--- src/rtl/game_state_ctrl.sv ---
// Endless-runner game state controller: IDLE/RUN/DEAD sequencing, score,
// high score, scroll-speed ramp and scene restart pulse.
//
// state   | meaning
// --------+-----------------------------------------------------------
// IDLE 00 | waiting for first jump edge, scene frozen
// RUN  01 | scrolling, score counting, collision ends the run
// DEAD 10 | scene frozen, hold timer must expire before a restart
module game_state_ctrl #(
  parameter int DX_INIT   = 4,
  parameter int DX_MAX    = 16,
  parameter int SCORE_DIV = 6,
  parameter int RAMP_PTS  = 100,
  parameter int DEAD_HOLD = 30
) (
  input  logic        clk,
  input  logic        rst_n,
  input  logic        frameTick,
  input  logic        jumpBtn,
  input  logic        collision,
  output logic [1:0]  gameState,
  output logic [5:0]  scrollDx,
  output logic [13:0] score,
  output logic [13:0] hiScore,
  output logic        restart
);

  typedef enum logic [1:0] {
    ST_IDLE = 2'b00,
    ST_RUN  = 2'b01,
    ST_DEAD = 2'b10
  } state_t;

  localparam int FW = $clog2(SCORE_DIV + 1);
  localparam int RW = $clog2(RAMP_PTS + 1);
  localparam int HW = $clog2(DEAD_HOLD + 1);
  localparam logic [13:0] SCORE_MAX = 14'd9999;

  state_t        state_q, state_d;
  logic [FW-1:0] frame_q, frame_d;
  logic [RW-1:0] ramp_q, ramp_d;
  logic [HW-1:0] hold_q, hold_d;
  logic [13:0]   score_q, score_d;
  logic [13:0]   hi_q, hi_d;
  logic [5:0]    dx_q, dx_d;
  logic          restart_q, restart_d;
  logic          btn_prev;
  logic          jump_edge;

  // Button history resets high so a button held through reset is not an edge.
  assign jump_edge = jumpBtn & ~btn_prev;

  // State and all output registers; reset overrides every other event.
  always_ff @(posedge clk) begin
    if (!rst_n) begin
      state_q   <= ST_IDLE;
      frame_q   <= '0;
      ramp_q    <= '0;
      hold_q    <= '0;
      score_q   <= '0;
      hi_q      <= '0;
      dx_q      <= '0;
      restart_q <= 1'b0;
      btn_prev  <= 1'b1;
    end else begin
      state_q   <= state_d;
      frame_q   <= frame_d;
      ramp_q    <= ramp_d;
      hold_q    <= hold_d;
      score_q   <= score_d;
      hi_q      <= hi_d;
      dx_q      <= dx_d;
      restart_q <= restart_d;
      btn_prev  <= jumpBtn;
    end
  end

  // Next-state and next-output logic.
  always_comb begin
    state_d   = state_q;
    frame_d   = frame_q;
    ramp_d    = ramp_q;
    hold_d    = hold_q;
    score_d   = score_q;
    hi_d      = hi_q;
    dx_d      = dx_q;
    restart_d = 1'b0;

    case (state_q)
      ST_IDLE: begin
        dx_d = '0;
        if (jump_edge) begin
          state_d   = ST_RUN;
          score_d   = '0;
          frame_d   = '0;
          ramp_d    = '0;
          dx_d      = 6'(DX_INIT);
          restart_d = 1'b1;
        end
      end

      ST_RUN: begin
        if (collision) begin
          state_d = ST_DEAD;
          dx_d    = '0;
          hold_d  = '0;
          if (score_q > hi_q) hi_d = score_q;
        end else if (frameTick) begin
          if (frame_q == FW'(SCORE_DIV - 1)) begin
            frame_d = '0;
            // Ramp counter tracks points since the last speed step, avoiding a
            // modulo of the score itself.
            if (score_q < SCORE_MAX) begin
              score_d = score_q + 14'd1;
              if (ramp_q == RW'(RAMP_PTS - 1)) begin
                ramp_d = '0;
                if (dx_q < 6'(DX_MAX)) dx_d = dx_q + 6'd1;
              end else begin
                ramp_d = ramp_q + RW'(1);
              end
            end
          end else begin
            frame_d = frame_q + FW'(1);
          end
        end
      end

      ST_DEAD: begin
        dx_d = '0;
        if (jump_edge && hold_q == HW'(DEAD_HOLD)) begin
          state_d   = ST_RUN;
          score_d   = '0;
          frame_d   = '0;
          ramp_d    = '0;
          dx_d      = 6'(DX_INIT);
          restart_d = 1'b1;
        end else if (frameTick && hold_q < HW'(DEAD_HOLD)) begin
          hold_d = hold_q + HW'(1);
        end
      end

      default: begin
        state_d = ST_IDLE;
        dx_d    = '0;
      end
    endcase
  end

  assign gameState = state_q;
  assign scrollDx  = dx_q;
  assign score     = score_q;
  assign hiScore   = hi_q;
  assign restart   = restart_q;

endmodule

--- config.mk ---
export PLATFORM = sky130hd
export DESIGN_NAME = game_state_ctrl
export DESIGN_NICKNAME = d
export VERILOG_FILES = /design/src/rtl/game_state_ctrl.sv
export SDC_FILE = /design/constraint.sdc
export NUM_CORES = 1
export LEC_CHECK = 0
export ABC_AREA = 0
export ABC_CLOCK_PERIOD_IN_PS = 4100
export BUFFER_PORTS_ARGS = -buffer_cell sky130_fd_sc_hd__buf_2
export CORE_MARGIN = 2
export CORE_UTILIZATION = 50
export DETAILED_ROUTE_END_ITERATION = 8
export MAX_ROUTING_LAYER = met4
export PLACE_DENSITY = 0.8
export SYNTH_ARGS = -nofsm -noshare
export SYNTH_HDL_FRONTEND = slang
export SYNTH_SLANG_ARGS = --single-unit
--- constraint.sdc ---
create_clock -name clk -period 4.1 [get_ports clk]
set_input_delay 0.205 -clock clk [delete_from_list [all_inputs] [get_ports clk]]
set_output_delay 0.205 -clock clk [all_outputs]
set_load 0.01 [all_outputs]
==> flow_metrics.tcl <==
set metrics [dict create \
    end_kind "flop" \
    ys_types 58 \
    first_global_vias 2650 \
    synth_mux_area_frac 0.00690 \
    switching_power_w 0.000209 \
    cpMaxStageDelayCell "o41ai_2" \
    synth_top_family_by_area "simple AND/OR/NAND/NOR gates" \
    synth_top_area_frac 0.366 \
    synth.area.top_cells "dfxtp_1 37%, ha_1 8.2%, a21oi_1 4.0%, a22o_1 3.6%, nand2_1 3.5%" \
    synthFlopType "dfxtp_1" \
    path_max_fanout 12 \
    firstDrtPassIters 4 \
    avgSynthCellArea_um2 8.56 \
    relSlewSlack 0.178 \
    syn-num-nets 363 \
    post_drt_wl_per_cell_um 15.7 \
    final_cells 449 \
    fin_nets 400 \
    status "completed" \
    async_reset_ff_frac 0 \
    cts_buffer_depth 2 \
    io_pins 42 \
    htreeDepth 2 \
    finalSetupViolations 0 \
    worst_ep_required_time_ns 4.35 \
    area_growth_syn_to_layout_pct 12.0 \
    fin_crit_sh 0.663 \
    cp_cell_sequence "ha_1, a21o_1, nand3_1, a311oi_1, o41ai_2, a22o_1" \
    seqPwrFrac 0.594 \
    yosys_warnings 0 \
    path_buf_inv 0 \
    cts_resized 0 \
    antenna_found_initial 0 \
    grt_max_degree 24 \
    fin_tns_setup_ns 0 \
    hold_path_class "primary input to flop" \
    peakVddDrop_uv 131 \
    num-fill-cells 527 \
    drc 0 \
    synth_compound_area_frac 0.241 \
    ys_seq_area_frac 0.366 \
    finalHoldWorstSlack_ns 0.130 \
    final_common_cell "dfxtp_1" \
    synth-xor-area-share 0.0121 \
    rows 27 \
    via_count 2770 \
    final_cell_mix "53 x dfxtp_1, 41 x buf_2, 27 x nand2_1" \
    synth_seq_cells 53 \
    cts_setup_buffers 0 \
    finClkSkew_ns 0.0102 \
    postCtsHoldBufs 0 \
    place_inst 441 \
    cts_buffers 5 \
    cp_data_arrival_time_ns 2.97 \
    clock-sinks 53 \
    hold_viol 0 \
    worst_pin_slew_ns 1.22 \
    rsz0062_at_grt "false" \
    overflow 0 \
    p_sw_frac 0.238 \
    drv_cap 0 \
    critPathTopFamily "compound AO/OA/AOI/OAI gates" \
    cts_tree "done" \
    yosysTopAreaCell "dfxtp_1" \
    drt-total-wl_mm 7.06 \
    via_per_inst 6.17 \
    grt_pass1_wl_mm 11.9 \
    dp_hpwl_mm 5.26 \
    power_leakage_nw 1.31 \
    drtIter0Drc 252 \
    die_h_um 80.2 \
    syn-instance-count 339 \
    clk_latency_ns 0.31 \
    die_x_um 80.2 \
    insertedDiodeCount 0 \
    pwr-share-clk 0.352 \
    syn_area_mm2 0.00290 \
    place_congestion 0.874 \
    synth_edf_count 0 \
    core_mm2 0.00554 \
    drv_slew 0 \
    slowest_delay_ns 1.09 \
    cts-root-buf "clkbuf_8" \
    combPwrFrac 0.054 \
    period_minus_slack_ns 2.72 \
    yosys.area_share.simple 0.249 \
    power_density_mw_per_mm2 269 \
    setup.worst_path.class "flop to flop" \
    die-area_mm2 0.00643 \
    synthAdderAreaFrac 0.0819 \
    grt_use_total 0.235 \
    p_int_w 0.000667 \
    critPathLaunchType "flop" \
    drive_gt1_frac 0.175 \
    cts.clk_slew.worst_paths_ns 0.10 \
    port_buffers 41 \
    fmax_mhz 368 \
    ant_nets 0 \
    start_util 0.524 \
]
[layer usage]
metal | GRT usage | up-vias | routed length, µm | part of all wire
li1 | - | 1353 | - | -
met1 | 0.279 | 1303 | 3110 | 0.44
met2 | 0.403 | 100 | 3410 | 0.48
met3 | 0.0449 | 14 | 429 | 0.061
met4 | 0.0712 | 0 | 102 | 0.014
met5 | - | - | 0 | 0
[cells in the mapped netlist (2+ instances only)]
master     count
or4_1          3
or2_2          3
nor3_1         6
nor4_1         5
o21ai_1        2
nor2_1        23
o21ai_0       16
a21boi_0       2
o31ai_1        7
mux2i_1        2
o21a_1         3
o311a_1        2
nand3b_1       2
a21o_1         5
xnor2_1        4
nor2b_1        5
buf_2          5
a22o_1        12
dfxtp_1       53
o41ai_1        2
a311oi_1       2
o211ai_1       2
a21oi_1       23
o2111ai_1      3
nand3_1       16
a31o_2         4
nand2_1       27
and2_1         2
nand4b_1       2
nand2b_1       5
o311ai_0       5
nand4_1       13
and3_1         7
ha_1          19
inv_1         20
clkbuf_1       5
[kinds of logic (layout without fill, tap and decap cells)]
| family | count (synthesis) | count (layout) |
|---|---|---|
| compound gates | 100 | 100 |
| xor+xnor | 4 | 4 |
| fa+ha+maj | 19 | 19 |
| buf+inv | 31 | 69 |
| flops | 53 | 53 |
| mux | 2 | 2 |
| simple gates | 130 | 130 |
[final cells by class]
cell class | count | area, µm² | share of cell area
multi-input cells | 255 | 1720 | 0.530
flip-flops and latches | 53 | 1060 | 0.326
well taps | 72 | 90.1 | 0.0277
clock inverters | 2 | 13.8 | 0.00423
repair buffers | 41 | 205 | 0.0631
clock buffers | 6 | 82.6 | 0.0254
inverters | 20 | 75.1 | 0.0231
[sequential cells by signal (all words and copies together) (netlist names)]
signal and cells:
score 14, scrollDx 6, restart 1, btn_prev 1, ramp_q 7, gameState 2, frame_q 3, hiScore 14
hold_q 5
[final timing paths]
| kind | startpoint | to | slack [ns] | cells past startpoint |
|---|---|---|---|---|
| worst min-delay path | jumpBtn | btn_prev | 0.13 | 2 |
| worst min register to register | frame_q[0] | frame_q[0] | 0.50 | 1 |
| worst max-delay path | score[3] | hiScore[8] | 1.38 | 6 |
| worst max register to register | score[3] | hiScore[8] | 1.38 | 6 |
[power groups by stage]
stage | sequential [W] | combinational [W] | clock (W)
after global placement | 0.000532 | 0.0000460 | 0
after CTS | 0.000521 | 0.0000461 | 0.000316
after detailed placement | 0.000533 | 0.0000461 | 0
after floorplan | 0.000533 | 0.0000325 | 0
final | 0.000521 | 0.0000471 | 0.000308
after global routing | 0.000521 | 0.0000526 | 0.000336
[stage by stage]
| stage | power [W] | util | setup WS [ns] | cell area, µm² |
|---|---|---|---|---|
| global placement | 0.000578 | 0.569 | 1.49 | 3150 |
| detailed placement | 0.000579 | 0.569 | 1.47 | 3150 |
| floorplan | 0.000565 | - | 1.97 | 2900 |
| CTS | 0.000883 | 0.587 | 1.45 | 3250 |
| finish | 0.000876 | 0.587 | 1.38 | 3250 |
| global route | 0.000910 | 0.587 | 1.22 | 3250 |
Power figures use the tool's default switching activity.
